### config.mk
export PLATFORM = sky130hd
export DESIGN_NAME = auto_contrast_stat
export DESIGN_NICKNAME = d
export VERILOG_FILES = /design/src/rtl/auto_contrast_stat_pkg.sv /design/src/rtl/auto_contrast_stat_seq_div.sv /design/src/rtl/auto_contrast_stat.sv
export SDC_FILE = /design/constraint.sdc
export NUM_CORES = 1
export LEC_CHECK = 0
export CAP_MARGIN = 10
export CORE_MARGIN = 1
export CORE_UTILIZATION = 50
export DETAILED_ROUTE_END_ITERATION = 7
export PLACE_DENSITY = 0.78
export SLEW_MARGIN = 20
export SYNTH_ARGS = -nofsm -noshare
export SYNTH_HDL_FRONTEND = slang
export SYNTH_HIERARCHICAL = 1
export SYNTH_SLANG_ARGS = --single-unit
### constraint.sdc
create_clock -name clk -period 15.25 [get_ports clk]
set_input_delay 1.525 -clock clk [delete_from_list [all_inputs] [get_ports clk]]
set_output_delay 1.525 -clock clk [all_outputs]
set_load 0.005 [all_outputs]
### src/rtl/auto_contrast_stat_pkg.sv
// Shared constants and FSM encoding for the auto-contrast statistics block.
package auto_contrast_stat_pkg;

    // Contrast coefficient format: unsigned Q3.6, 0x40 = 1.0
    localparam int unsigned COE_WIDTH          = 9;
    localparam int unsigned COE_FRACTION_WIDTH = 6;
    localparam int unsigned COE_ONE            = 64;
    localparam int unsigned COE_MAX            = 511;

    // 255 * 64: full output range expressed in coefficient units
    localparam int unsigned FULL_SCALE_X64     = 16320;

    // Cycles from the first vs_i-high sample to the upd_o pulse
    localparam int unsigned ACS_LATENCY        = 20;

    typedef enum logic [2:0] {
        StIdle = 3'd0,
        StSnap = 3'd1,
        StDiv  = 3'd2,
        StMul  = 3'd3,
        StOut  = 3'd4
    } acs_state_e;

endpackage

### src/rtl/auto_contrast_stat_seq_div.sv
// Restoring unsigned divider, one quotient bit per cycle.
// A start pulse (also while busy) loads the operands and restarts the division.
module auto_contrast_stat_seq_div #(
    parameter int unsigned DIVIDEND_WIDTH = 15,
    parameter int unsigned DIVISOR_WIDTH  = 8
) (
    input  logic                      clk,
    input  logic                      rst,
    input  logic                      start_i,
    input  logic [DIVIDEND_WIDTH-1:0] dividend_i,
    input  logic [DIVISOR_WIDTH-1:0]  divisor_i,
    output logic                      busy_o,
    output logic                      done_o,
    output logic [DIVIDEND_WIDTH-1:0] quotient_o
);
    localparam int unsigned CntW = $clog2(DIVIDEND_WIDTH);

    logic [DIVISOR_WIDTH-1:0]  rem_q, rem_d;
    logic [DIVIDEND_WIDTH-1:0] quo_q, quo_d;
    logic [DIVISOR_WIDTH-1:0]  divisor_q;
    logic [CntW-1:0]           cnt_q;
    logic                      busy_q, done_q;
    logic [DIVISOR_WIDTH:0]    trial, diff;
    logic                      fits;
    logic                      unused_diff_msb;

    // One restoring step: shift in the next dividend bit, subtract if it fits
    always_comb begin
        trial           = {rem_q, quo_q[DIVIDEND_WIDTH-1]};
        diff            = trial - {1'b0, divisor_q};
        fits            = trial >= {1'b0, divisor_q};
        rem_d           = fits ? diff[DIVISOR_WIDTH-1:0] : trial[DIVISOR_WIDTH-1:0];
        quo_d           = {quo_q[DIVIDEND_WIDTH-2:0], fits};
        unused_diff_msb = diff[DIVISOR_WIDTH];
    end

    // Operand load on start, then DIVIDEND_WIDTH iterations
    always_ff @(posedge clk) begin
        if (rst) begin
            rem_q     <= '0;
            quo_q     <= '0;
            divisor_q <= '0;
            cnt_q     <= '0;
            busy_q    <= 1'b0;
            done_q    <= 1'b0;
        end else if (start_i) begin
            rem_q     <= '0;
            quo_q     <= dividend_i;
            divisor_q <= divisor_i;
            cnt_q     <= '0;
            busy_q    <= 1'b1;
            done_q    <= 1'b0;
        end else if (busy_q) begin
            rem_q <= rem_d;
            quo_q <= quo_d;
            if (cnt_q == CntW'(DIVIDEND_WIDTH - 1)) begin
                busy_q <= 1'b0;
                done_q <= 1'b1;
            end else begin
                cnt_q <= cnt_q + 1'b1;
            end
        end
    end

    assign busy_o     = busy_q;
    assign done_o     = done_q;
    assign quotient_o = quo_q;

endmodule

### src/rtl/auto_contrast_stat.sv
// Per-frame luma min/max statistics and contrast/brightness coefficient generation.
module auto_contrast_stat
    import auto_contrast_stat_pkg::*;
#(
    parameter int unsigned PIXEL_WIDTH = 8,
    parameter int unsigned DIV_ITER    = 15
) (
    input  logic                     clk,
    input  logic                     rst,
    input  logic [3*PIXEL_WIDTH-1:0] di_i,
    input  logic                     de_i,
    input  logic                     hs_i,
    input  logic                     vs_i,
    output logic [15:0]              contrast_o,
    output logic [15:0]              brightness_o,
    output logic [PIXEL_WIDTH-1:0]   stat_min_o,
    output logic [PIXEL_WIDTH-1:0]   stat_max_o,
    output logic                     upd_o
);
    localparam int unsigned PW     = PIXEL_WIDTH;
    localparam int unsigned YW     = PW + 3;
    localparam int unsigned MW     = PW + 1;
    localparam int unsigned CntW   = $clog2(DIV_ITER + 1);
    localparam int unsigned CoeRnd = 1 << (COE_FRACTION_WIDTH - 1);
    localparam logic [PW-1:0] PixMax = {PW{1'b1}};

    logic unused_hs;
    assign unused_hs = hs_i;

    // ---------------- luma pipeline ----------------
    logic [PW-1:0] ch_r, ch_g, ch_b;
    logic [YW-1:0] y_sum, y_shr;
    logic [PW-1:0] y_sat;
    logic [PW-1:0] y_q;
    logic          de_q, vs_d1_q, vs_d2_q;
    logic          frame_close;

    assign ch_r = di_i[PW*0 +: PW];
    assign ch_g = di_i[PW*1 +: PW];
    assign ch_b = di_i[PW*2 +: PW];

    // Y = (R + 2G + B + 2) >> 2, saturated
    always_comb begin
        y_sum = YW'(ch_r) + (YW'(ch_g) << 1) + YW'(ch_b) + YW'(2);
        y_shr = y_sum >> 2;
        y_sat = (|y_shr[YW-1:PW]) ? PixMax : y_shr[PW-1:0];
    end

    // Stage 1 register; vs delayed alongside so the close lines up with the accumulators
    always_ff @(posedge clk) begin
        if (rst) begin
            y_q     <= '0;
            de_q    <= 1'b0;
            vs_d1_q <= 1'b0;
            vs_d2_q <= 1'b0;
        end else begin
            y_q     <= y_sat;
            de_q    <= de_i;
            vs_d1_q <= vs_i;
            vs_d2_q <= vs_d1_q;
        end
    end

    assign frame_close = vs_d1_q & ~vs_d2_q;

    // ---------------- accumulators and snapshot ----------------
    logic [PW-1:0] acc_min_q, acc_max_q;
    logic          acc_seen_q;
    logic [PW-1:0] snap_min_q, snap_max_q;
    logic          snap_seen_q;

    // Min/max tracking; the pixel in the close cycle seeds the next frame
    always_ff @(posedge clk) begin
        if (rst) begin
            acc_min_q  <= PixMax;
            acc_max_q  <= '0;
            acc_seen_q <= 1'b0;
        end else if (frame_close) begin
            acc_min_q  <= de_q ? y_q : PixMax;
            acc_max_q  <= de_q ? y_q : '0;
            acc_seen_q <= de_q;
        end else if (de_q) begin
            if (y_q < acc_min_q) acc_min_q <= y_q;
            if (y_q > acc_max_q) acc_max_q <= y_q;
            acc_seen_q <= 1'b1;
        end
    end

    // Frame snapshot taken on each close
    always_ff @(posedge clk) begin
        if (rst) begin
            snap_min_q  <= PixMax;
            snap_max_q  <= '0;
            snap_seen_q <= 1'b0;
        end else if (frame_close) begin
            snap_min_q  <= acc_min_q;
            snap_max_q  <= acc_max_q;
            snap_seen_q <= acc_seen_q;
        end
    end

    // ---------------- coefficient arithmetic ----------------
    logic [PW-1:0]           snap_d;
    logic                    snap_deg;
    logic [DIV_ITER-1:0]     div_dividend, div_quo;
    logic                    div_start, div_done, unused_div_busy;
    logic                    deg_q;
    logic [COE_WIDTH-1:0]    coef_q, coef_calc;
    logic [7:0]              bright_q, bright_calc;
    logic [MW-1:0]           mid_sum, mid, delta;
    logic [16:0]             prod, prod_sh;

    // Divider operands, degenerate detection, contrast clamp and brightness product
    always_comb begin
        snap_d       = snap_max_q - snap_min_q;
        snap_deg     = ~snap_seen_q | (snap_max_q == snap_min_q);
        div_dividend = DIV_ITER'(FULL_SCALE_X64) + DIV_ITER'(snap_d >> 1);

        if (deg_q || !div_done) begin
            coef_calc = COE_WIDTH'(COE_ONE);
        end else if (div_quo > DIV_ITER'(COE_MAX)) begin
            coef_calc = COE_WIDTH'(COE_MAX);
        end else begin
            coef_calc = div_quo[COE_WIDTH-1:0];
        end

        mid_sum = MW'(snap_min_q) + MW'(snap_max_q) + MW'(1);
        mid     = mid_sum >> 1;
        delta   = MW'(128) - mid;
        prod    = 17'(coef_q) * 17'(delta) + 17'(CoeRnd);
        prod_sh = prod >> COE_FRACTION_WIDTH;
        if (deg_q || (mid >= MW'(128))) begin
            bright_calc = 8'd0;
        end else if (prod_sh > 17'd255) begin
            bright_calc = 8'hFF;
        end else begin
            bright_calc = prod_sh[7:0];
        end
    end

    auto_contrast_stat_seq_div #(
        .DIVIDEND_WIDTH (DIV_ITER),
        .DIVISOR_WIDTH  (PW)
    ) u_div (
        .clk        (clk),
        .rst        (rst),
        .start_i    (div_start),
        .dividend_i (div_dividend),
        .divisor_i  (snap_d),
        .busy_o     (unused_div_busy),
        .done_o     (div_done),
        .quotient_o (div_quo)
    );

    // ---------------- FSM ----------------
    acs_state_e      state_q, state_d;
    logic [CntW-1:0] div_cnt_q, div_cnt_d;
    logic            out_load;

    // State register
    always_ff @(posedge clk) begin
        if (rst) begin
            state_q   <= StIdle;
            div_cnt_q <= '0;
        end else begin
            state_q   <= state_d;
            div_cnt_q <= div_cnt_d;
        end
    end

    // Next state; a new close always restarts at SNAP, dropping any frame in flight.
    // DIV lasts a fixed time even for degenerate frames to keep latency constant.
    always_comb begin
        state_d   = state_q;
        div_cnt_d = div_cnt_q;
        div_start = 1'b0;
        out_load  = 1'b0;
        if (frame_close) begin
            state_d = StSnap;
        end else begin
            unique case (state_q)
                StIdle: state_d = StIdle;
                StSnap: begin
                    state_d   = StDiv;
                    div_cnt_d = '0;
                    div_start = ~snap_deg;
                end
                StDiv: begin
                    if (div_cnt_q == CntW'(DIV_ITER)) begin
                        state_d = StMul;
                    end else begin
                        div_cnt_d = div_cnt_q + 1'b1;
                    end
                end
                StMul: state_d = StOut;
                StOut: begin
                    state_d  = StIdle;
                    out_load = 1'b1;
                end
                default: state_d = StIdle;
            endcase
        end
    end

    // Per-state working registers
    always_ff @(posedge clk) begin
        if (rst) begin
            deg_q    <= 1'b1;
            coef_q   <= COE_WIDTH'(COE_ONE);
            bright_q <= 8'd0;
        end else begin
            if (state_q == StSnap) deg_q <= snap_deg;
            if ((state_q == StDiv) && (div_cnt_q == CntW'(DIV_ITER))) coef_q <= coef_calc;
            if (state_q == StMul) bright_q <= bright_calc;
        end
    end

    // Output registers, updated together with the upd_o pulse
    always_ff @(posedge clk) begin
        if (rst) begin
            contrast_o   <= 16'(COE_ONE);
            brightness_o <= 16'd0;
            stat_min_o   <= '0;
            stat_max_o   <= '0;
            upd_o        <= 1'b0;
        end else begin
            upd_o <= out_load;
            if (out_load) begin
                contrast_o   <= 16'(coef_q);
                brightness_o <= 16'(bright_q);
                stat_min_o   <= snap_min_q;
                stat_max_o   <= snap_max_q;
            end
        end
    end

endmodule

==> flow_summary_export.csv <==
group,metric,value,unit
setup_path,cp_num_buf_inv,2,
synth,async_reset_ff_share,0,%
synth,synth_most_common_cell,"dfxtp_1",
die,core,0.01946,mm²
setup_path,cp.required,15.53,ns
setup_path,start_kind,"flip-flop",
synth,synth_compound_area_share,15.02,%
final_layout,syn_to_final_growth,14.00,%
synth,ys_types,69,
setup_path,reg2reg_from,"snap_max_q[0]",
synth,synth_xor_xnor_area_share,3.790,%
cts,clk_path_buf_depth,2,
final_layout,finalNetCount,1385,
routing,drt_pass1_iterations,6,
cts,cts_tree,"yes",
setup_path,path_delay_family,"adder cells",
setup_path,cp.depth,24,
timing,fin_ws,7.250,ns
timing,hold_viol,0,
synth,synth.largest_area_cell,"dfxtp_1",
timing,slew_viol_final,0,
synth,synth_area,0.009936,mm²
routing,wl_per_cell,14.44,µm
cts,numCtsBuffers,17,
setup_path,critical_path_class,"reg -> reg",
setup_path,r2r_slack,7.25,ns
synth,synth_edf_count,0,
final_layout,final-instance-count-excl-fill,1482,
synth,synth_common_cells,"dfxtp_1, nand2_1, a21oi_1, inv_1, nor2_1",
worst_hold_path,worstHoldPathType,"reg -> reg",
die,die_w,143.0,µm
placement,dp_cells,1450,
timing,setup_viol,0,
placement,finalWeightedCongestion,0.8524,
power_and_ir_drop,powerDensity,99.33,mW/mm²
global_route,grt_pass1_wl,36310,µm
global_route,grt_max_degree,67,
routing,vias_per_cell,5.364,
final_layout,design_area,0.01133,mm²
synth,ys_seq_elements,141,
die,rows,51,
synth,ys_warn_count,6,
global_route,overflow,0,
setup_path,worstReg2RegEnd,"bright_q[4]",
synth,yosysSeqAreaShare,28.41,%
synth,synth_ff_type,"dfxtp_1",
power_and_ir_drop,p_leak,4.794,nW
setup_path,startpoint,"snap_max_q[0]",
timing,maxSlewHeadroom,24.08,%
setup_path,end_kind,"flip-flop",
die,io_pins,78,
timing,rsz0062_at_grt,"false",
timing,finalCritPeriodShare,52.46,%
final_layout,n_antenna_cell,0,
routing,drtAntennaViolNets,0,
placement,pre_cts_ws,7.314,ns
cts,htree_levels,4,
die,start_util,51.05,%
setup_path,crit_path_top_delay_cell,"fa_1",
final_layout,drive_above_1_share,5.094,%
power_and_ir_drop,vdd_drop_max,0.09192,mV
setup_path,arrival,8.28,ns
timing,tns,0,ns
cts,cts_sinks,141,
cts,cts_resized,0,
routing,dr_total_vias,7949,
setup_path,max_stage_delay,0.79,ns
synth,netlist_instances,1167,
cts,root_buffer,"clkbuf_16",
die,fp.dieArea,0.02044,mm²
setup_path,setup.worst_path.end,"bright_q[4]",
synth,netlist.area_leader.share,28.41,%
die,die_h,143.0,µm
cts,cts.reportedPaths.clkPinSlew,0.06,ns
setup_path,crit_top_cell,"fa_1",
timing,period_minus_slack,8.000,ns
cts,cts_setup_buffers,0,
routing,wl,21400,µm
synth,synth_top_cells_by_area,"dfxtp_1, fa_1, ha_1",
final_layout,largest_reg_flops,15,
cts,clock_latency,0.43,ns
global_route,antenna_found_initial,0,
placement,place_area,0.01068,mm²
placement,dpl.hpwl,15850,µm
placement,portBuffers,61,
synth,synth_fa_ha_area_share,23.60,%
global_route,grt_pass1_vias,7544,
job,maxCapViolations,0,
cts,postCtsHoldBufs,0,
routing,drt_iter0_drc,425,
status,status,"complete, no violations",
timing,tightest_slew,1.121,ns
timing,skew,0.01098,ns
synth,synth_top_family_by_area,"adder cells",
setup_path,rr_worst_depth,24,
synth,syn_area_per_cell,8.514,µm²
synth,yosys.area_share.simple,18.83,%
timing,fmax,125.0,MHz
synth,synth_mux_area_share,3.299,%
setup_path,crit_chain,"inv_1 > ha_1 > fa_1 > ha_1 > nor3b_1 > a32oi_1 > or2_2 > xor2_1 > nand2_1 > fa_1 > fa_1 > inv_1 > fa_1 > fa_1 > ha_1 > ha_1 > and3_1 > nand3_1 > a31oi_1 > a311o_1 > a2111oi_0 > a31oi_1 > mux2i_4 > a311oi_1",
routing,drc,0,
global_route,grt_util_all_layers,22.47,%
setup_path,worstPathMaxFanout,10,
[stage by stage]
stage / hold slack (ns) / util [%] / power, W
2_1_floorplan: 0.4320 / - / 0.0006056
3_3_place_gp: 0.4418 / 54.86 / 0.0006694
3_5_place_dp: 0.4459 / 54.86 / 0.0006764
4_1_cts: 0.4537 / 58.20 / 0.001131
5_1_grt: 0.4785 / 58.20 / 0.001186
6_report: 0.4538 / 58.20 / 0.001125
[how the worst min path moves through the flow]
stage                          from              end  slack [ns]  depth (start not counted)
floorplan              u_div/done_o     u_div/done_o        0.43                          2
global placement      stat_max_o[7]    stat_max_o[7]        0.44                          2
detailed placement  brightness_o[2]  brightness_o[2]        0.45                          2
CTS                 brightness_o[2]  brightness_o[2]        0.45                          2
global route        brightness_o[5]  brightness_o[5]        0.48                          2
finish                stat_min_o[6]    stat_min_o[6]        0.45                          2
[metal layers]
metal	wire length [µm]	global-route usage (%)	part of all wire, %	vias up
li1	-	-	-	3953
met1	9616	28.38	45	3802
met2	10440	38.07	49	155
met3	756	3.387	3.5	39
met4	585	9.508	2.7	0
met5	0	0	0	-
[layout make-up]
class	count	area [µm²]
Clock buffer	20	466.7
Clock inverter	12	182.7
Fill cell	1697	8135
Inverter	99	371.6
Multi-Input combinational cell	875	6476
Sequential cell	141	2823
Tap cell	265	331.6
Timing Repair Buffer	70	675.6
[worst register-to-register path, stage by stage (launching register included)]
cell	delay (ns)
dfxtp_1	0.34
inv_1	0.12
ha_1	0.23
fa_1	0.79
ha_1	0.34
nor3b_1	0.22
a32oi_1	0.14
or2_2	0.34
xor2_1	0.50
nand2_1	0.14
fa_1	0.49
fa_1	0.55
inv_1	0.05
fa_1	0.51
fa_1	0.52
ha_1	0.31
ha_1	0.37
and3_1	0.19
nand3_1	0.11
a31oi_1	0.13
a311o_1	0.43
a2111oi_0	0.43
a31oi_1	0.14
mux2i_4	0.30
a311oi_1	0.14
[kinds of logic after synthesis]
group | Yosys count
simple gates | 391
compound gates | 243
buf+inv | 165
fa+ha+maj | 152
flops | 141
xor+xnor | 43
mux | 31
other cells | 1
[power breakdown]
part,leakage (nW),internal [W],total [W],switching (W)
Sequential,1.14,0.000382,0.000398,0.0000157
Combinational,3.34,0.000111,0.000276,0.000165
Clock,0.309,0.000288,0.000451,0.000163
Total,4.79,0.000781,0.00113,0.000344
[cells in the final DEF, fill, tap and decap left out, types with 6 or more instances in the layout]
cell | synthesis | layout
o21ai_0 | 47 | 47
nor2b_1 | 30 | 29
nand2_1 | 133 | 133
buf_4 | 16 | 10
ha_1 | 93 | 93
a211oi_1 | 7 | 7
a21o_1 | 9 | 9
a31oi_1 | 7 | 7
nor2_1 | 98 | 96
o21bai_1 | 7 | 7
o21a_1 | 14 | 14
nand3_1 | 33 | 33
clkbuf_16 | 0 | 17
nand2b_1 | 18 | 18
nor3_1 | 7 | 7
conb_1 | 1 | 15
and2_1 | 32 | 32
a21oi_1 | 109 | 109
fa_1 | 59 | 59
xnor2_1 | 30 | 30
a211o_1 | 7 | 7
clkdlybuf4s50_1 | 0 | 60
dfxtp_1 | 141 | 141
inv_1 | 99 | 99
xor2_1 | 13 | 13
mux2i_1 | 26 | 26
nand4_1 | 6 | 6
Note: power is estimated with default switching activity, not from simulation.
